[src/rtl/disp_min_reduce.sv]
// disp_min_reduce
//   Two-stage arg-min reducer for disparity cost volumes. Stage 1 picks, per
//   group, the cheapest of RADIX incoming entries. Stage 2 folds BEATS
//   consecutive stage-1 results into one minimum and publishes it.
//   Each published entry records the winning cost, the beat and radix
//   position it came from, and the suffix carried in from the previous stage.
//
// Ports
//   clk      : rising-edge clock
//   rst      : asynchronous active-low reset
//   clken    : global clock enable; nothing advances while low
//   valid    : cost_in carries a beat this cycle
//   flush    : synchronous restart of beat folding; has priority over valid
//   cost_in  : NUM_GROUPS*RADIX entries of IW bits, {cost, suffix} each
//   cost_out : NUM_GROUPS results of OW bits, {cost, beat_idx, radix_idx, suffix}
//   en       : cost_out holds a new result this cycle
module disp_min_reduce #(
  parameter int NUM_GROUPS = 64,
  parameter int RADIX      = 4,
  parameter int COST_W     = 5,
  parameter int SUF_W      = 0,
  parameter int BEATS      = 1,
  localparam int RW        = $clog2(RADIX),
  localparam int BW        = (BEATS > 1) ? $clog2(BEATS) : 0,
  localparam int IW        = COST_W + SUF_W,
  localparam int OW        = COST_W + BW + RW + SUF_W
) (
  input  logic                             clk,
  input  logic                             rst,
  input  logic                             clken,
  input  logic                             valid,
  input  logic                             flush,
  input  logic [NUM_GROUPS*RADIX*IW-1:0]   cost_in,
  output logic [NUM_GROUPS*OW-1:0]         cost_out,
  output logic                             en
);

  // Beat counter is kept at least one bit wide so it can always be declared;
  // with a single beat it never leaves zero.
  localparam int BWX = (BW > 0) ? BW : 1;
  localparam logic [BWX-1:0] LAST_BEAT = BWX'(BEATS - 1);

  logic           s1_valid;
  logic [BWX-1:0] beat_cnt;
  logic           last_beat;

  assign last_beat = (beat_cnt == LAST_BEAT);

  // Shared control: stage-1 valid, beat counter and result strobe.
  always_ff @(posedge clk or negedge rst) begin
    if (!rst) begin
      s1_valid <= 1'b0;
      beat_cnt <= '0;
      en       <= 1'b0;
    end else if (clken) begin
      if (flush) begin
        s1_valid <= 1'b0;
        beat_cnt <= '0;
        en       <= 1'b0;
      end else begin
        s1_valid <= valid;
        en       <= s1_valid && last_beat;
        if (s1_valid) begin
          beat_cnt <= last_beat ? '0 : beat_cnt + BWX'(1);
        end
      end
    end
  end

  for (genvar g = 0; g < NUM_GROUPS; g++) begin : g_grp
    logic [IW-1:0]  min_ent;
    logic [RW-1:0]  min_ridx;
    logic [IW-1:0]  s1_ent;
    logic [RW-1:0]  s1_ridx;
    logic [IW-1:0]  acc_ent;
    logic [RW-1:0]  acc_ridx;
    logic [BWX-1:0] acc_beat;
    logic           take_new;
    logic [IW-1:0]  fold_ent;
    logic [RW-1:0]  fold_ridx;
    logic [BWX-1:0] fold_beat;
    logic [OW-1:0]  fold_pack;
    logic [OW-1:0]  out_q;

    // Linear scan with a strict compare so equal costs keep the lowest index.
    always_comb begin
      min_ent  = cost_in[(g*RADIX)*IW +: IW];
      min_ridx = '0;
      for (int r = 1; r < RADIX; r++) begin
        if (cost_in[(g*RADIX+r)*IW+SUF_W +: COST_W] < min_ent[IW-1 -: COST_W]) begin
          min_ent  = cost_in[(g*RADIX+r)*IW +: IW];
          min_ridx = RW'(r);
        end
      end
    end

    // The first beat of a fold always loads; later beats replace only on a
    // strictly lower cost so ties stay with the earlier beat.
    always_comb begin
      take_new  = (beat_cnt == '0) ||
                  (s1_ent[IW-1 -: COST_W] < acc_ent[IW-1 -: COST_W]);
      fold_ent  = take_new ? s1_ent   : acc_ent;
      fold_ridx = take_new ? s1_ridx  : acc_ridx;
      fold_beat = take_new ? beat_cnt : acc_beat;
    end

    // Pack with shifts so zero-width beat and suffix fields drop out cleanly.
    always_comb begin
      fold_pack = OW'(fold_ent[IW-1 -: COST_W]) << (BW + RW + SUF_W);
      fold_pack = fold_pack | (OW'(fold_beat) << (RW + SUF_W));
      fold_pack = fold_pack | (OW'(fold_ridx) << SUF_W);
      fold_pack = fold_pack | (OW'(fold_ent) & ((OW'(1) << SUF_W) - OW'(1)));
    end

    always_ff @(posedge clk or negedge rst) begin
      if (!rst) begin
        s1_ent   <= '0;
        s1_ridx  <= '0;
        acc_ent  <= '0;
        acc_ridx <= '0;
        acc_beat <= '0;
        out_q    <= '0;
      end else if (clken) begin
        if (valid) begin
          s1_ent  <= min_ent;
          s1_ridx <= min_ridx;
        end
        if (!flush && s1_valid) begin
          acc_ent  <= fold_ent;
          acc_ridx <= fold_ridx;
          acc_beat <= fold_beat;
          if (last_beat) begin
            out_q <= fold_pack;
          end
        end
      end
    end

    assign cost_out[g*OW +: OW] = out_q;
  end

endmodule

[config.mk]
export PLATFORM = sky130hd
export DESIGN_NAME = disp_min_reduce
export DESIGN_NICKNAME = d
export VERILOG_FILES = /design/src/rtl/disp_min_reduce.sv
export SDC_FILE = /design/constraint.sdc
export NUM_CORES = 2
export LEC_CHECK = 0
export CAP_MARGIN = 20
export CORE_AREA = 2 2 685 687
export DETAILED_ROUTE_END_ITERATION = 10
export DIE_AREA = 0 0 687 689
export PLACE_DENSITY = 0.3
export SLEW_MARGIN = 40
export SYNTH_ARGS = -nofsm -noshare
export SYNTH_HDL_FRONTEND = slang
export SYNTH_SLANG_ARGS = --single-unit
[constraint.sdc]
create_clock -name clk -period 2.2 [get_ports clk]
set_input_delay 0.44 -clock clk [delete_from_list [all_inputs] [get_ports clk]]
set_output_delay 0.44 -clock clk [all_outputs]
set_load 0.01 [all_outputs]
; ---- Word-level counts from Yosys, hierarchy flattened
; Index checks and enable logic that the tools add are counted.
[op_classes]
magnitude_cmp = 256
bitwise_logic = 129
mux = 581
add_sub_neg = 1
reduce_logical = 72
[ops]
columns = operator, count
row1 = $lt 5x5->1, 256
row2 = $mux 5, 256
row3 = $or 7x2->7, 64
row4 = $or 7x3->7, 64
row5 = $mux 2, 192
row6 = $mux 1, 133
row7 = $logic_or 1x1->1, 64
row8 = $reduce_and 2->1, 3
row9 = $reduce_and 3->1, 1
row10 = $logic_and 1x1->1, 2
row11 = $reduce_bool 2->1, 1
row12 = $add 1x1->1 const B, 1
row13 = $logic_not 1->1, 1
row14 = $not 1->1, 1
[word_totals]
out_inout_bits = 449
regBits = 1411

; ---- Logic depth before layout (Yosys ltp)
[logic_depth]
ltp_word = 6
mapped_depth = 25
mapped_depth_nobuf = 23

; ---- Least setup slack after synthesis
; No wires, ideal clock.
[synth_timing]
path_type = input port to flip-flop
start = in cost_in[702]
end = reg g_grp[35].s1_ent[1]
required_ns = 2.113
path_slack_ns = -2.393
n_path_buf = 0
arrival_time_ns = 4.507
path_stages = 21
setup_time_ns = 0.087
path_cell_list = inv_1 > ha_1 > a21oi_1 > o21ai_4 > a31o_4 > mux2_2 > inv_1 > ha_1 > a211oi_1 > o31ai_2 > o211ai_4 > mux2i_1 > ha_1 > a21o_1 > a21o_1 > a21oi_1 > nand2b_1 > or4_1 > o31ai_1 > nor2_1 > o211ai_1
[synth_between]
elab_chain_cells = 6
[synth_lines]
columns = item, line
row1 = start: declaration, 33  ; input logic [NUM_GROUPS*RADIX*IW-1:0] cost_in,
row2 = $lt 5x5->1, 90  ; if (cost_in[(g*RADIX+r)*IW+SUF_W +: COST_W] < min_ent[IW-1 -: COST_W]) begin
row3 = $mux 5 *, 90
row4 = $lt 5x5->1, 90
row5 = $mux 5 *, 90
row6 = $lt 5x5->1, 90
row7 = $mux 5 *, 90
row8 = end signal: assignment, 125  ; s1_ent <= min_ent;
row9 = end: declaration, 73  ; logic [IW-1:0] s1_ent;
; Mark *: on every way between the ends. The rest lies on a longest branch, timed or not.
; A chain may end at the register's enable or synchronous reset.

; ---- Worst setup path after layout
[layout_timing]
start = in cost_in[747]
end = reg g_grp[37].s1_ent[2]
[layout_between]
elab_chain_cells = 6
[layout_lines]
columns = item, line
row1 = $lt 5x5->1, 90
row2 = $mux 5 *, 90
row3 = $lt 5x5->1, 90
row4 = $mux 5 *, 90
row5 = $lt 5x5->1, 90
row6 = $mux 5 *, 90
row7 = end signal: assignment, 125
row8 = end: declaration, 73
; Marked as above.

==> results.txt <==
Core Box Area: 466000 um2
Drt first-iter violations: 2965
Number of max-cap violations: 0
DR pass1 iterations: 5
Static leakage: 60.3 nW
I/O Buffers: 1733
Vias in the first global route: 81.5k
Worst Path Required: 2.91 ns
Asr flop ratio synth: 100%
HP Class: in -> reg
Area grow syn2layout: 115%
Yosys top cell by area: dfrtp_1
Final Max Tran Viols: 0
CTS Root Cell: clkbuf_16
VDD IR max: 488 uV
Met2 usage: 31.5%
Period utilization: 178%
Final RePlAce weighted congestion: 0.894
CTS Sinks: 898
EDFF count, synth: 0
Failing checks: setup timing
CTS buffer count: 135
Vias/cell: 4.17
Kind of critical path: in -> reg
Bufs on Longest Clock Path: 4
Layout cells sized above 1: 58.2%
Tot GR Track Use: 17.9%
Netlist cell types: 53
Global-route wire length before repair: 614 mm
Syn Inst Count: 7030
Clk_skew: 0.0540 ns
Crit path max fanout: 5
Hold Fails Final Rpt: 0
Die extent in y: 689 um
Main synth FF type: dfrtp_1
Cell area after synthesis: 64600 um2
Sequential area share after synthesis: 34.8%
Worst Tran Pin Value: 0.696 ns
Synthesized Nets: 9039
#FFs+latches synth: 898
Avg WL per Cell: 24.0 um
Nets: 14.2k
Slew HR: 52.9%
Fmax: 0.256 GHz
Pre-CTS setup slack: -3.15 ns
R2R cell count: 5
Ports: 1734
Die Area: 473000 um2
GRT met3 Usage: 4.26%
Reg2reg start: s1_valid
Placed cell areas: 112000 um2
Top Usage Layer GRT: met2
Final min period: 3.91 ns
H-tree depth: 4
Worst setup path startpoint: cost_in[747]
CTS tree: built
Area share of the largest cell type after synthesis: 34.8%
Clk slew on worst S/H paths: 0.06 ns
Pin count of the biggest net entering global routing: 59
Worst setup path end: g_grp[37].s1_ent[2]
GRT met1 Usage: 20.9%
RSZ-0062 raised after global routing: true
Cell area after layout: 139000 um2
Std-Cell Rows: 251
Vias: 77.5k
Drt drc: 0
P per Cell Area: 833 nW/um2
Status: finished, violations left
R2R setup slack: 0.41 ns
Fin Setup TNS: -552.09 ns
Final antenna-violating net count: 0
Mean post-synth cell area: 9.19 um2
Post-Route WL: 447 mm
Remaining Overflow, GRT: 0
Worst EP arrival: 4.62 ns
RR Endpoint: g_grp[33].out_q[1]
HPWL after DPL: 371 mm
Most area-consuming cells after synthesis: dfrtp_1 (35%), ha_1 (14%), mux2_2 (9.4%)
Die W: 687 um
Initial antenna violation count: 291
Clock Latency Late Sink: 0.84 ns
CP Launch Type: primary input
Total Power: 0.116 W
Final WS setup: -1.71 ns
CP endpoint kind: register
Yosys warnings: 0
Initial core utilization: 13.9%
Setup-failing EPs final: 843
layout by cell type (no fill, tap or decap), types with 89 or more instances in the layout:
cell             Yosys  layout
dfrtp_1            898     898
diode_2              0     110
inv_1              546     280
dlygate4sd2_1        0     158
dlymetal6s2s_1       0      89
buf_6                0     238
nand2_2              0     117
a21oi_2              0     225
o21ai_1             22     159
buf_4                0    3304
mux2_2             540     534
o211ai_1           135     135
clkbuf_16            0     136
o221ai_2             0     167
ha_4                 0     323
a21oi_1            425      99
o21ai_2              1     101
clkdlybuf4s50_1      0    1079
o2111ai_1          171      90
buf_2              102     101
a21o_1             171     166
ha_1               724     329
nand2_1            998     848
inv_2                0     195
a21oi_4              0     105
nor2_1             368     227
state kept, by name (all words and copies together) (netlist names):
| name | count |
|---|---|
| g_grp.s1_ridx | 128 |
| s1_valid | 1 |
| g_grp.acc_ent | 320 |
| g_grp.out_q | 64 |
| g_grp.s1_ent | 320 |
| g_grp.acc_ridx | 64 |
| en | 1 |
cell families after synthesis:
logic type                 Yosys count  synth area share [%]
adders and majority gates          724                  14.0
DFF                                898                  34.8
AOI/OAI and AO/OA                 2030                  21.6
buffers and inverters              831                  5.03
muxes                              695                  11.8
and+or+nand+nor                   1852                  12.7
through the flow:
stage	instances	hold WS, ns	util, %
final	18600	0.215	29.8
after floorplan	7030	0.144	-
after CTS	18200	0.102	28.2
after global placement	17200	0.461	24.0
after detailed placement	17200	0.467	24.0
after global routing	18600	0.150	29.8
final cells by class:
| cell class | instances | area [um2] |
|---|---|---|
| inverter | 546 | 2370 |
| timing repair buffer | 5272 | 45200 |
| fill | 48700 | 327000 |
| sequential | 898 | 22500 |
| tap | 6198 | 7750 |
| clock inverter | 53 | 747 |
| multi-input combinational | 5328 | 56200 |
| clock buffer | 186 | 3810 |
| antenna | 110 | 275 |
synthesized netlist by cell type (154+ instances only):
cell type	number
ha_1	724
a21oi_1	425
a21o_1	171
mux2i_1	154
nand2_1	998
o2111ai_1	171
o221ai_1	184
dfrtp_1	898
clkbuf_1	181
mux2_2	540
nor2_1	368
inv_1	546
o21ai_0	356
power breakdown:
group          switching [W]  internal (W)  total (W)  leakage, nW
registers            0.00608        0.0231     0.0292         10.6
logic                 0.0307        0.0328     0.0635         47.5
clock network        0.00910        0.0138     0.0229         2.23
total                 0.0458        0.0697      0.116         60.3
worst max-delay path: stages:
cell      delay (ns)
buf_8           0.10
ha_4            0.25
a21oi_4         0.16
o21ai_4         0.08
a31o_4          0.24
mux2_4          0.32
inv_4           0.07
ha_4            0.19
a211oi_2        0.26
o31ai_2         0.14
o211ai_4        0.32
mux2i_2         0.30
ha_1            0.29
a21o_1          0.17
a21o_1          0.16
a21oi_2         0.14
nand2b_1        0.11
or4_4           0.56
o31ai_4         0.10
or3_1           0.15
a31oi_1         0.07
layer usage:
layer / routed length (um) / up-vias
li1: - / 36600
met1: 180000 / 38100
met2: 222000 / 1856
met3: 25200 / 808
met4: 18800 / 98
met5: 625 / -
worst min path at each step:
stage          cells past startpoint                  end  slack [ns]           startpoint
2_1_floorplan                      0                   en        0.14                  rst
3_3_place_gp                       2  g_grp[43].s1_ent[0]        0.46  g_grp[43].s1_ent[0]
3_5_place_dp                       2   g_grp[9].s1_ent[0]        0.47   g_grp[9].s1_ent[0]
4_1_cts                            2             s1_valid        0.10                flush
5_1_grt                            2             s1_valid        0.15                flush
6_report                           2             s1_valid        0.21                flush
timing repair:
item | CTS | global route
setup buffers | 731 | 288
endpoints found under the setup margin | 884 | 884
pin swaps | 1202 | 961
cloned | 24 | 6
hold endpoints to repair | 335 | 0
hold buffers | 1 | 0
gates resized for setup | 3409 | 1442
(Power assumes the default switching activity.)
